$ cat src/rtl/io_out_serial_arb_pkg.sv
// Shared constants and width helpers for the round-robin serial pad arbiter.
package io_out_serial_arb_pkg;

    localparam logic [1:0] S_IDLE  = 2'd0;
    localparam logic [1:0] S_START = 2'd1;
    localparam logic [1:0] S_DATA  = 2'd2;
    localparam logic [1:0] S_STOP  = 2'd3;

    localparam logic IDLE_LVL_DEF = 1'b1;

    // Counter width that stays at least one bit when the range collapses to a single value.
    function automatic int cnt_w(input int n);
        return (n <= 1) ? 1 : $clog2(n);
    endfunction

endpackage

$ cat src/rtl/io_out_serial_arb_if.sv
// Requester-side bus of the serial pad arbiter: requests, words, grant status, pad data.
interface io_out_serial_arb_if
    import io_out_serial_arb_pkg::*;
#(
    parameter int N_REQ = 4,
    parameter int WIDTH = 8
);
    logic [N_REQ-1:0]        REQ;
    logic [N_REQ*WIDTH-1:0]  DATA;
    logic [N_REQ-1:0]        ACK;
    logic [cnt_w(N_REQ)-1:0] GRANT_ID;
    logic                    BUSY;
    logic                    OQI;

    modport master (output REQ, DATA, input ACK, GRANT_ID, BUSY, OQI);
    modport slave  (input REQ, DATA, output ACK, GRANT_ID, BUSY, OQI);
endinterface

$ cat src/rtl/io_out_serial_arb_rr_arbiter.sv
// Combinational round-robin pick: first set request scanning upward from ptr+1, wrapping.
module rr_arbiter
    import io_out_serial_arb_pkg::*;
#(
    parameter int N_REQ = 4
) (
    input  logic [N_REQ-1:0]        req,
    input  logic [cnt_w(N_REQ)-1:0] ptr,
    output logic [N_REQ-1:0]        gnt,
    output logic [cnt_w(N_REQ)-1:0] idx,
    output logic                    any
);
    localparam int IW = cnt_w(N_REQ);

    logic [IW-1:0] cand;

    always_comb begin
        gnt  = '0;
        idx  = '0;
        any  = 1'b0;
        cand = '0;
        for (int unsigned off = 1; off <= N_REQ; off++) begin
            cand = IW'((32'(ptr) + off) % N_REQ);
            if (!any && req[cand]) begin
                any       = 1'b1;
                gnt[cand] = 1'b1;
                idx       = cand;
            end
        end
    end
endmodule

$ cat src/rtl/io_out_serial_arb.sv
// Round-robin grant of one output-register pad to N_REQ requesters, serialising the
// granted word LSB-first with start/stop framing.
module io_out_serial_arb
    import io_out_serial_arb_pkg::*;
#(
    parameter int   N_REQ    = 4,
    parameter int   WIDTH    = 8,
    parameter int   DIV      = 1,
    parameter int   GAP_BITS = 1,
    parameter logic IDLE_LVL = IDLE_LVL_DEF
) (
    input  logic               IQC,
    input  logic               QRT,
    io_out_serial_arb_if.slave bus
);
    localparam int IW = cnt_w(N_REQ);
    localparam int DW = cnt_w(DIV);
    localparam int BW = $clog2(WIDTH + 1);
    localparam int GW = cnt_w(GAP_BITS);

    localparam logic [DW-1:0] DIV_LAST = DW'(DIV - 1);
    localparam logic [BW-1:0] BIT_LAST = BW'(WIDTH - 1);
    localparam logic [GW-1:0] GAP_LAST = GW'(GAP_BITS - 1);
    localparam logic [IW-1:0] PTR_RST  = IW'(N_REQ - 1);

    logic [1:0]       state_q, state_d;
    logic [DW-1:0]    div_q, div_d;
    logic [BW-1:0]    bit_q, bit_d;
    logic [GW-1:0]    gap_q, gap_d;
    logic [WIDTH-1:0] shift_q, shift_d;
    logic [IW-1:0]    ptr_q, ptr_d;
    logic [N_REQ-1:0] ack_q, ack_d;
    logic [IW-1:0]    grant_id_q, grant_id_d;
    logic             busy_q, busy_d;
    logic             oqi_q, oqi_d;

    logic [N_REQ-1:0] arb_gnt;
    logic [IW-1:0]    arb_idx;
    logic             arb_any;
    logic             div_end;

    rr_arbiter #(.N_REQ(N_REQ)) u_arb (
        .req (bus.REQ),
        .ptr (ptr_q),
        .gnt (arb_gnt),
        .idx (arb_idx),
        .any (arb_any)
    );

    assign div_end = (div_q == DIV_LAST);

    always_comb begin
        state_d    = state_q;
        div_d      = div_q;
        bit_d      = bit_q;
        gap_d      = gap_q;
        shift_d    = shift_q;
        ptr_d      = ptr_q;
        ack_d      = '0;
        grant_id_d = grant_id_q;
        case (state_q)
            S_IDLE: begin
                if (arb_any) begin
                    state_d    = S_START;
                    div_d      = '0;
                    shift_d    = bus.DATA[int'(arb_idx)*WIDTH +: WIDTH];
                    ack_d      = arb_gnt;
                    grant_id_d = arb_idx;
                    ptr_d      = arb_idx;
                end
            end
            S_START: begin
                if (div_end) begin
                    div_d   = '0;
                    bit_d   = '0;
                    state_d = S_DATA;
                end else begin
                    div_d = div_q + DW'(1);
                end
            end
            S_DATA: begin
                if (div_end) begin
                    div_d   = '0;
                    shift_d = shift_q >> 1;
                    if (bit_q == BIT_LAST) begin
                        state_d = S_STOP;
                        gap_d   = '0;
                    end else begin
                        bit_d = bit_q + BW'(1);
                    end
                end else begin
                    div_d = div_q + DW'(1);
                end
            end
            default: begin
                if (div_end) begin
                    div_d = '0;
                    if (gap_q == GAP_LAST) state_d = S_IDLE;
                    else                   gap_d   = gap_q + GW'(1);
                end else begin
                    div_d = div_q + DW'(1);
                end
            end
        endcase

        // Pad level is registered from the next state so it lines up with the FSM cycle.
        busy_d = (state_d != S_IDLE);
        case (state_d)
            S_START: oqi_d = ~IDLE_LVL;
            S_DATA:  oqi_d = shift_d[0];
            default: oqi_d = IDLE_LVL;
        endcase
    end

    always_ff @(posedge IQC) begin
        if (!QRT) begin
            state_q    <= S_IDLE;
            div_q      <= '0;
            bit_q      <= '0;
            gap_q      <= '0;
            shift_q    <= '0;
            ptr_q      <= PTR_RST;
            ack_q      <= '0;
            grant_id_q <= '0;
            busy_q     <= 1'b0;
            oqi_q      <= IDLE_LVL;
        end else begin
            state_q    <= state_d;
            div_q      <= div_d;
            bit_q      <= bit_d;
            gap_q      <= gap_d;
            shift_q    <= shift_d;
            ptr_q      <= ptr_d;
            ack_q      <= ack_d;
            grant_id_q <= grant_id_d;
            busy_q     <= busy_d;
            oqi_q      <= oqi_d;
        end
    end

    assign bus.ACK      = ack_q;
    assign bus.GRANT_ID = grant_id_q;
    assign bus.BUSY     = busy_q;
    assign bus.OQI      = oqi_q;
endmodule
$ cat src/flat_wrapper.sv
// flat-port wrapper written by rule: the top's interface ports become plain ports
module io_out_serial_arb_flat import io_out_serial_arb_pkg::*;
#(
    parameter int   N_REQ    = 4,
    parameter int   WIDTH    = 8,
    parameter int   DIV      = 1,
    parameter int   GAP_BITS = 1,
    parameter logic IDLE_LVL = IDLE_LVL_DEF
)
  (IQC, QRT, bus_REQ, bus_DATA, bus_ACK, bus_GRANT_ID, bus_BUSY, bus_OQI);
  io_out_serial_arb_if #(.N_REQ(N_REQ), .WIDTH(WIDTH)) bus_i ();
  input  logic IQC;
  input  logic QRT;
  input wire logic [$bits(bus_i.REQ)-1:0] bus_REQ;
  input wire logic [$bits(bus_i.DATA)-1:0] bus_DATA;
  output wire logic [$bits(bus_i.ACK)-1:0] bus_ACK;
  output wire logic [$bits(bus_i.GRANT_ID)-1:0] bus_GRANT_ID;
  output wire logic [$bits(bus_i.BUSY)-1:0] bus_BUSY;
  output wire logic [$bits(bus_i.OQI)-1:0] bus_OQI;
  assign bus_i.REQ = bus_REQ;
  assign bus_i.DATA = bus_DATA;
  assign bus_ACK = bus_i.ACK;
  assign bus_GRANT_ID = bus_i.GRANT_ID;
  assign bus_BUSY = bus_i.BUSY;
  assign bus_OQI = bus_i.OQI;
  io_out_serial_arb #(.N_REQ(N_REQ), .WIDTH(WIDTH), .DIV(DIV), .GAP_BITS(GAP_BITS), .IDLE_LVL(IDLE_LVL)) u_core (.IQC(IQC), .QRT(QRT), .bus(bus_i));
endmodule
$ cat config.mk
export PLATFORM = sky130hd
export DESIGN_NAME = io_out_serial_arb_flat
export DESIGN_NICKNAME = d
export VERILOG_FILES = /design/src/rtl/io_out_serial_arb_pkg.sv /design/src/rtl/io_out_serial_arb_if.sv /design/src/rtl/io_out_serial_arb_rr_arbiter.sv /design/src/rtl/io_out_serial_arb.sv /design/src/flat_wrapper.sv
export SDC_FILE = /design/constraint.sdc
export NUM_CORES = 1
export LEC_CHECK = 0
export ABC_AREA = 1
export CAP_MARGIN = 20
export CORE_ASPECT_RATIO = 2
export CORE_MARGIN = 2
export CORE_UTILIZATION = 45
export DETAILED_ROUTE_END_ITERATION = 8
export GPL_TIMING_DRIVEN = 0
export PLACE_DENSITY = 0.76
export SLEW_MARGIN = 20
export SYNTH_ARGS = -nofsm -noshare
export SYNTH_HDL_FRONTEND = slang
export SYNTH_SLANG_ARGS = --single-unit
export TNS_END_PERCENT = 50
$ cat constraint.sdc
create_clock -name IQC -period 2.6 [get_ports IQC]
set_input_delay 0.39 -clock IQC [delete_from_list [all_inputs] [get_ports IQC]]
set_output_delay 0.39 -clock IQC [all_outputs]
set_load 0.05 [all_outputs]
# Yosys cells after proc, flatten, opt, wreduce, memory -nomap -nowiden
# Index checks and enable logic that the tools add are counted.
[classes]
n_addsub = 7
n_lt_le_gt_ge = 8
eq_ne = 10
shifts = 1
n_mux = 51
bitwise_logic = 5
reduce_logical = 20
[ops]
columns = ["op", "count"]
rows = [
  ["32-bit by 6-bit indexed part select with 8-bit output", 1],
  ["4-bit 2-to-1 mux", 7],
  ["2-bit 2-to-1 mux", 10],
  ["1-bit 2-to-1 mux", 19],
  ["8-bit 2-to-1 mux", 2],
  ["8-bit case mux with 2 select lines", 1],
  ["2-bit by 3-bit less-than comparator with 1-bit output (second input constant)", 4],
  ["4-bit bitwise OR", 3],
  ["3-bit AND reduction", 3],
  ["1-bit binary-select mux with 2-bit select", 4],
  ["1-bit demux with 2-bit select", 4],
  ["2-bit by 1-bit >= comparator with 1-bit output (second input constant)", 4],
  ["4-bit case mux with 2 select lines", 1],
  ["1-bit logical AND", 7],
  ["2-bit inequality test (second input constant)", 3],
  ["2-bit case mux with 3 select lines", 1],
  ["2-bit nonzero test", 3],
  ["2-bit by 1-bit adder with 2-bit output (second input constant)", 2],
  ["2-bit adder (second input constant)", 2],
  ["4-bit by 1-bit adder with 4-bit output (second input constant)", 1],
  ["2-bit by 1-bit equality test with 1-bit output (second input constant)", 2],
  ["2-bit equality test (second input constant)", 2],
  ["4-bit by 3-bit equality test with 1-bit output (second input constant)", 1],
  ["2-bit by 1-bit inequality test with 1-bit output (second input constant)", 2],
  ["other kinds (8)", 13],
]
[word_totals]
ff_bits = 26
in_bits = 38
out_inout_bits = 8

# Longest topological paths before layout
# Gate-level depths: netlist of the first run.
[depth]
depth_word = 17
mapped_depth = 16

# Hierarchy
# From an unflattened synthesis of the first run, not the netlist that was laid out.
[unflattened]
hier_cells = 259
area_unflattened_um2 = 1765.4
[by_module_without_submodules]
columns = ["mod", "instances", "cells_each", "area_each_um2"]
rows = [
  ["io_out_serial_arb", 1, 185, 1307.5],
  ["rr_arbiter", 1, 74, 457.9],
]

# Worst setup path after synthesis of the first run
# No wires, ideal clock.
[synth_path]
path_kind = "register -> register"
start = "reg u_core.ptr_q[1]"
end = "reg u_core.oqi_q (netlist: u_core.bus.OQI)"
arrival_ns = 2.437
required_time_ns = 2.542
slack_ns = 0.105
stages_incl_launch_ff = 16
n_path_buf = 1
synth_period_minus_slack_ns = 2.495
cell_sequence = "dfxtp_1 -> inv_1 -> ha_1 -> inv_1 -> nand2_4 -> nand2_4 -> nor2_8 -> nand3_4 -> nand2_4 -> inv_1 -> buf_6 -> o21ai_1 -> ha_1 -> nand2_1 -> inv_1 -> nand2_1"
[synth_via]
elab_chain_cells = 17
[synth_lines]
columns = ["element", "line_no", "rtl"]
rows = [
  ["start, declared", "io_out_serial_arb.sv:31", "logic [IW-1:0] ptr_q, ptr_d;"],
  ["start signal, assigned", "io_out_serial_arb.sv:133", "ptr_q <= ptr_d;"],
  ["2-bit by 1-bit adder with 2-bit output", "io_out_serial_arb_rr_arbiter.sv:23", "cand = IW'((32'(ptr) + off) % N_REQ);"],
  ["1-bit binary-select mux with 2-bit select", "io_out_serial_arb_rr_arbiter.sv:24", "if (!any && req[cand]) begin"],
  ["1-bit 2-to-1 mux (implied by the code)", "io_out_serial_arb_rr_arbiter.sv:24", ""],
  ["1-bit 2-to-1 mux", "io_out_serial_arb_rr_arbiter.sv:24", ""],
  ["1-bit zero test", "io_out_serial_arb_rr_arbiter.sv:24", ""],
  ["1-bit logical AND", "io_out_serial_arb_rr_arbiter.sv:24", ""],
  ["1-bit 2-to-1 mux", "io_out_serial_arb_rr_arbiter.sv:24", ""],
  ["1-bit zero test", "io_out_serial_arb_rr_arbiter.sv:24", ""],
  ["1-bit logical AND", "io_out_serial_arb_rr_arbiter.sv:24", ""],
  ["1-bit 2-to-1 mux", "io_out_serial_arb_rr_arbiter.sv:24", ""],
  ["1-bit zero test", "io_out_serial_arb_rr_arbiter.sv:24", ""],
  ["1-bit logical AND", "io_out_serial_arb_rr_arbiter.sv:24", ""],
  ["2-bit 2-to-1 mux / 1-bit 2-to-1 mux (equally long branches)", "io_out_serial_arb_rr_arbiter.sv:24", ""],
  ["32-bit by 6-bit indexed part select with 8-bit output / 2-bit 2-to-1 mux (equally long branches)", "io_out_serial_arb.sv:66, io_out_serial_arb.sv:63", ""],
  ["8-bit 2-to-1 mux / 2-bit case mux with 3 select lines (equally long branches)", "io_out_serial_arb.sv:63, io_out_serial_arb.sv:61", ""],
  ["8-bit case mux with 2 select lines (tied with other cells)", "io_out_serial_arb.sv:61", "case (state_q)"],
  ["1-bit case mux with 2 select lines *", "io_out_serial_arb.sv:108", "case (state_d)"],
  ["end signal, assigned", "io_out_serial_arb.sv:137", "oqi_q <= oqi_d;"],
  ["end, declared", "io_out_serial_arb.sv:35", "logic oqi_q, oqi_d;"],
]
# Every way passes the cells marked *; elsewhere a longest branch is shown, timed or not. The select of a mux whose other input is x is not followed.
# A chain may end at the register's enable or synchronous reset.

# Worst setup path in the final report of the first run
# Ends and elaborated chain as after synthesis.

==> results of run 1 <==
## worst paths after layout
kind	from	endpoint	slack, ns
setup / recovery	u_core.ptr_q[1]	u_core.bus.OQI	0.21
hold / removal	u_core.bus.GRANT_ID[1]	u_core.bus.GRANT_ID[1]	0.48
setup reg to reg	u_core.ptr_q[1]	u_core.bus.OQI	0.21
hold reg to reg	u_core.bus.GRANT_ID[1]	u_core.bus.GRANT_ID[1]	0.48
## flip-flops by register name, summed over array words and instances (netlist names)
register	cells
u_core.bit_q	4
u_core.bus.ACK	4
u_core.bus.BUSY	1
u_core.bus.GRANT_ID	2
u_core.bus.OQI	1
u_core.ptr_q	2
u_core.shift_q	8
u_core.state_q	2
## per-stage QoR
step / utilization (%) / std cells / worst slack (ns) / setup TNS [ns] / area, µm²
3_5_place_dp: 58.2 / 356 / -0.280 / -0.440 / 2480
3_3_place_gp: 58.2 / 356 / -0.241 / -0.351 / 2480
5_1_grt: 60.2 / 361 / 0.0536 / 0 / 2560
4_1_cts: 59.8 / 361 / 0.0821 / 0 / 2540
6_report: 60.2 / 361 / 0.213 / 0 / 2560
2_1_floorplan: - / 257 / 0.105 / 0 / 1960
## report_power, final
| group | total, µW | switching, µW | leakage (µW) | internal (µW) |
|---|---|---|---|---|
| Combinational | 2990 | 1890 | 0.000942 | 1100 |
| Sequential | 582 | 78.9 | 0.000197 | 503 |
| Clock | 215 | 112 | 0.0000216 | 104 |
## tightest hold or removal path: cells and delay by family, from the launching register on
family / cells / cell delay [ns]
flip-flops: 1 / 0.32
AND/OR/NAND/NOR: 1 / 0.06
AO/OA/AOI/OAI: 1 / 0.05
## layout by cell type (no fill, tap or decap)
cell             synthesis  final
nand2_1                 53     53
clkdlybuf4s50_1          0     45
inv_1                   27     26
dfxtp_1                 24     22
nand3_1                 18     18
nand3_2                 17     17
a21oi_1                 17     17
nand2_2                 14     14
ha_1                    15     14
o21ai_0                 12     12
nor2_1                  10     10
nand4_1                  9      9
nand2_4                  8      8
a21oi_2                  6      6
a22oi_1                  5      5
clkbuf_8                 0      3
buf_6                    2      2
clkbuf_1                 2      2
nand3_4                  2      2
o21ai_4                  1      2
inv_2                    2      2
o221ai_1                 2      2
buf_4                    0      2
dfxtp_2                  0      2
inv_6                    1      1
clkinvlp_4               0      1
o31ai_1                  1      1
nor2_8                   1      1
o21bai_1                 1      1
buf_12                   1      1
a31oi_1                  1      1
o211ai_1                 1      1
a21oi_4                  1      1
o21ai_2                  1      1
xor2_1                   1      1
ha_4                     0      1
## layout make-up
cell class,instances,area (µm²),area share [%]
multi-input combinational,198,1330,52.1
sequential,24,483,18.8
timing repair buffer,47,465,18.2
inverter,30,121,4.74
tap,54,67.6,2.64
buffer,5,50.0,1.95
clock buffer,3,41.3,1.61
## cells in the mapped netlist (5+ instances only)
cell / number
inv_1: 27
a22oi_1: 5
ha_1: 15
a21oi_1: 17
nand2_4: 8
nor2_1: 10
nand3_2: 17
nand4_1: 9
a21oi_2: 6
dfxtp_1: 24
nand2_2: 14
nand2_1: 53
nand3_1: 18
o21ai_0: 12
## cells by family after synthesis
group | count (synthesis)
compound gates | 50
buf+inv | 35
xor+xnor | 1
simple gates | 132
flops | 24
fa+ha+maj | 15
## what timing repair did
action	4_1_cts	5_1_grt
endpoints found under the setup margin	2	1
buffers inserted	2	0
resized for setup	5	2
hold buffers	0	0
hold endpoints to repair	0	0
pin swaps	0	0
## metal layers
layer  routed length (µm)  GRT usage (%)
met5                    0              0
met4                  100           7.28
met3                  200           2.31
met2                 2250           34.7
met1                 1850           19.6
==> summary.txt, run 1 <==
Worst setup path
  • Required @ worst endpoint: ~2.8 ns
  • CP Depth: 15
  • CP max stage delay: roughly 0.44 ns
  • CP max FO: 10
  • Crit path buf inv count: 5
  • CP Class: reg -> reg
  • Arrival @ worst endpoint: between 2 and 3 ns
  • Crit path capture type: register
  • Cell count of the worst reg-to-reg path: 15
  • CP top delay family: simple AND/OR/NAND/NOR gates
  • Slowest cell on the critical path: dfxtp_2
  • Worst-path cell chain: clkinvlp_4, ha_4, inv_1, nand2_4, nand2_4, nor2_8, nand3_4, nand2_4, inv_1, buf_6, o21ai_4, ha_1, nand2_1, inv_1, nand2_1
  • Startpoint Class: register

Synth
  • Cell taking the most area after synthesis: dfxtp_1
  • Avg Cell Area, Syn: between 7 and 8 µm²
  • Ranking of synthesized cells by area: dfxtp_1 25%, nand2_1 10%, ha_1 9.6%
  • XOR/XNOR Fraction of Synth Area: less than 1%
  • Mux contribution to synthesized area: 0%
  • Post-Synthesis Cells: around 260
  • Seq/Total Area, Yosys: between 20% and 30%
  • Mapped Area: 1960 µm²
  • Simple logic cell fraction of the synthesized area: between 40 and 50%
  • Ys flop type: dfxtp_1
  • Synth Area in Compound Gates: between 15 and 20%
  • Top cell type's share of synthesized area: 24.5%
  • Largest family of logic cells by synthesized area: simple AND/OR/NAND/NOR gates
  • Post-Synth Adder-Cell Area: under 10%
  • Post-synth EDFFs: 0
  • Yosys warning count: 0
  • Distinct cells, synth: 31
  • Syn nets: 310
  • Ys async rst share: 0%
  • #FFs+latches synth: 24

Place
  • Placed wire-length estimate: around 3600 µm
  • Buffers added on ports: 45
  • Final Wtd Congestion: around 0.78

Die
  • Io pins: 46
  • Initial core utilization: a little under half
  • Die Wd: just over 50 µm
  • Floorplan row count: 34
  • Die area: slightly below 5000 µm²
  • DIE HEIGHT: about 97 µm
  • Core Box Area: about 4300 µm²

Routing
  • Total number of vias: approximately 1,900
  • DRT Pass-1 Iters: 6
  • DRC: 0
  • Antenna-violating nets left: 0
  • Final wirelength: 4400 µm
  • DR vias/cell: between 5 and 6
  • Number of DRC markers in iteration 0: 38
  • WL/cell: 12.2 µm

Clock tree
  • H-tree Lvls: 1
  • CTS Buf Count: 3
  • TritonCTS clock tree: done
  • CTS root buffer: clkbuf_8
  • Clk buf depth: 2
  • CTS Sinks: 24
  • Clock latency on the worst-skew pair: 0.27 ns
  • Clock-pin slew on the worst setup and hold paths: 0.07 ns

GRT
  • Global-route wire length before repair: 7320 µm
  • Remaining Overflow, GRT: 0
  • Pin count of the biggest net entering global routing: 13
  • GRT Total Usage: between 10% and 20%
  • Antenna violations before repair: 0
  • Vias in the first global route: 1,839

Hold path
  • Hold Path Stages: 2
  • Hold WC Path Type: reg -> reg

STA
  • Slew Limit Fails: 0
  • Worst-Margin Slew: between 0.4 and 0.5 ns
  • F_max: 419 MHz
  • Post-layout min period: between 2 and 2.5 ns
  • Fin crit share: 91.8%
  • Post-Route Skew: 0.00491 ns
  • Unrepaired setup endpoints after global routing: false
  • Final setup fails: 0
  • WHS: 0.478 ns
  • Slew headroom: between 60% and 70%
  • Final Hold Vio Count: 0

Finish
  • ANT cells: 0
  • Layout cells sized above 1: 21.8%
  • Fillers: between 300 and 400
  • Final Net Count: around 360
  • Syn-to-layout area delta: 30.9%

Power and ir drop
  • Leakage: around 0.0012 µW
  • Overall Power: 3790 µW
  • PwrDens: about 1500 nW/µm²
  • Worst VDD drop: 865 µV

Job
  • MaxCap Viol Count: 0

Run status
  • Status: completed
No activity file was read; power rests on OpenSTA's default activity.
==> run 2: changes to the inputs <==
--- a/config.mk
+++ b/config.mk
@@ -8,9 +8,8 @@
 export ABC_AREA = 1
-export CAP_MARGIN = 20
 export CORE_ASPECT_RATIO = 2
 export CORE_MARGIN = 2
-export CORE_UTILIZATION = 45
+export CORE_UTILIZATION = 50
 export DETAILED_ROUTE_END_ITERATION = 8
 export GPL_TIMING_DRIVEN = 0
-export PLACE_DENSITY = 0.76
+export PLACE_DENSITY = 0.8
 export SLEW_MARGIN = 20
==> constraint.sdc (replaced) <==
create_clock -name IQC -period 2.4 [get_ports IQC]
set_input_delay 0.36 -clock IQC [delete_from_list [all_inputs] [get_ports IQC]]
set_output_delay 0.36 -clock IQC [all_outputs]
set_load 0.1 [all_outputs]
==> summary.txt, run 2 (same netlist as run 1, synthesis figures left out) <==
Run status
  • Status: completed

Hold path
  • Hold Path Stages: 2
  • Hold WC Path Type: reg -> reg
  • Hold endpoint: u_core.shift_q[7]
  • Worst Min Path Start: u_core.shift_q[7]

Finish
  • Area of the multi-input gates: approximately 1300 µm²
  • Most common cell after layout, fill and taps aside: nand2_1
  • Biggest register: u_core.shift_q
  • Final instance area: about 2600 µm²
  • Final Net Count: ~370
  • Syn-to-layout area delta: 32.6%
  • Seq. cell area: between 400 and 500 µm²
  • ANT cells: 0
  • Max FFs per register: 8
  • Layout cells sized above 1: between 20 and 25%
  • Fillers: around 330
  • Most frequent cells in the layout: 53 x nand2_1, 45 x clkdlybuf4s50_1, 26 x inv_1

Worst setup path
  • Reg2Reg Capture Point: u_core.bus.OQI
  • Crit path capture type: register
  • Worst R2R Setup Slack: about 0.07 ns
  • Arrival @ worst endpoint: between 2 and 2.5 ns
  • CP max FO: 10
  • FF-to-FF Start: u_core.ptr_q[0]
  • Startpoint Class: register
  • Cell count of the worst reg-to-reg path: 14
  • Required @ worst endpoint: around 2.6 ns
  • CP Class: reg -> reg

STA
  • F_max: ~430 MHz
  • Worst-Margin Slew: between 0.9 and 1 ns
  • Slew Limit Fails: 0
  • Post-layout min period: ~2.3 ns
  • Post-Route Skew: around 0.0034 ns
  • Setup TNS: 0 ns
  • Final setup fails: 0
  • Final Hold Vio Count: 0
  • Fin crit share: 97.0%
  • Slew headroom: 35.3%

Die
  • Die area: about 4500 µm²
  • Core Box Area: roughly 3800 µm²
  • Io pins: 46
  • Initial core utilization: ~51%
  • Floorplan row count: 32
  • DIE HEIGHT: 92.5 µm
  • Die Wd: 48.3 µm

GRT
  • Vias in the first global route: around 1,900
  • Pin count of the biggest net entering global routing: 13
  • Antenna violations before repair: 0
  • Remaining Overflow, GRT: 0
  • Global-route wire length before repair: between 8000 and 9000 µm
  • GRT Total Usage: between 20% and 30%

Clock tree
  • CTS Buf Count: 3
  • Clock-pin slew on the worst setup and hold paths: roughly 0.08 ns
  • CTS Sinks: 24
  • Hold_buf cts: 0
  • H-tree Lvls: 1
  • CTS root buffer: clkbuf_8
  • TritonCTS clock tree: done
  • Clock latency on the worst-skew pair: approximately 0.27 ns
  • Clk buf depth: 2

Routing
  • Antenna-violating nets left: 0
  • WL/cell: about 14 µm
  • Final wirelength: ~5000 µm
  • Total number of vias: about 2,000
  • DRT Pass-1 Iters: 4
  • Number of DRC markers in iteration 0: 41
  • DRC: 0
  • DR vias/cell: 5.41

Place
  • Placed wire-length estimate: 4060 µm
  • Buffers added on ports: between 40 and 50
  • Final Wtd Congestion: 0.847
  • Placement Cell Area: approximately 2500 µm²

Job
  • MaxCap Viol Count: 0
[run 2: cell types whose count changed in the layout (fill, tap and decap cells not counted), sizes merged]
cell / previous run / this run
clkinvlp: 1 / 0
inv: 29 / 30
buf: 5 / 10
[run 2: per-layer routing]
metal / track usage, % / up-vias / part of all wire [%]
met5: 0 / - / 0
met4: 10.8 / 0 / 3.3
met3: 2.73 / 15 / 2.8
met2: 47.8 / 49 / 58
met1: 23.7 / 920 / 35
li1: - / 980 / -
[run 2: worst max-delay path, cell delays in order (launching register included)]
cell     delay (ns)
dfxtp_4        0.40
inv_6          0.08
ha_4           0.31
inv_1          0.09
nand2_4        0.09
nand2_4        0.10
nor2_8         0.17
buf_4          0.13
nand3_2        0.09
a21oi_4        0.27
nand3_1        0.16
nand3_2        0.11
nand2_1        0.08
nand2_1        0.08
nand2_1        0.04
[run 2: final cells by class]
cell class / instances / share of cell area [%]
buffer: 4 / 1.49
tap: 51 / 2.46
sequential: 24 / 18.8
clock buffer: 3 / 1.59
inverter: 30 / 4.63
timing repair buffer: 53 / 19.7
multi-input combinational: 198 / 51.4
[run 2: metrics by stage]
stage | setup WS, ns | hold slack [ns] | util (%) | cells
finish | 0.0712 | 0.482 | 68.3 | 363
global route | -0.0206 | 0.501 | 68.3 | 363
CTS | 0.0193 | 0.479 | 67.1 | 357
detailed placement | -0.345 | 0.463 | 65.3 | 353
global placement | -0.301 | 0.460 | 65.3 | 353
floorplan | 0.0218 | 0.448 | - | 257
[run 2: how the worst max path moves through the flow]
stage	depth (start not counted)	start	slack [ns]	to
3_3_place_gp	15	u_core.ptr_q[1]	-0.30	u_core.bus.OQI
2_1_floorplan	16	u_core.ptr_q[0]	0.02	u_core.bus.OQI
6_report	14	u_core.ptr_q[0]	0.07	u_core.bus.OQI
5_1_grt	14	u_core.ptr_q[0]	-0.02	u_core.bus.OQI
4_1_cts	16	u_core.ptr_q[0]	0.02	u_core.bus.OQI
3_5_place_dp	15	u_core.ptr_q[1]	-0.34	u_core.bus.OQI
[run 2: repair_timing]
| item | CTS | global route |
|---|---|---|
| buffers inserted | 1 | 7 |
| pin swaps | 1 | 3 |
| gates resized for setup | 6 | 2 |
| endpoints found under the setup margin | 5 | 9 |
Power of run 2 is not shown: default switching activity piles up to over one toggle a cycle in this logic, so the estimate is an artifact.
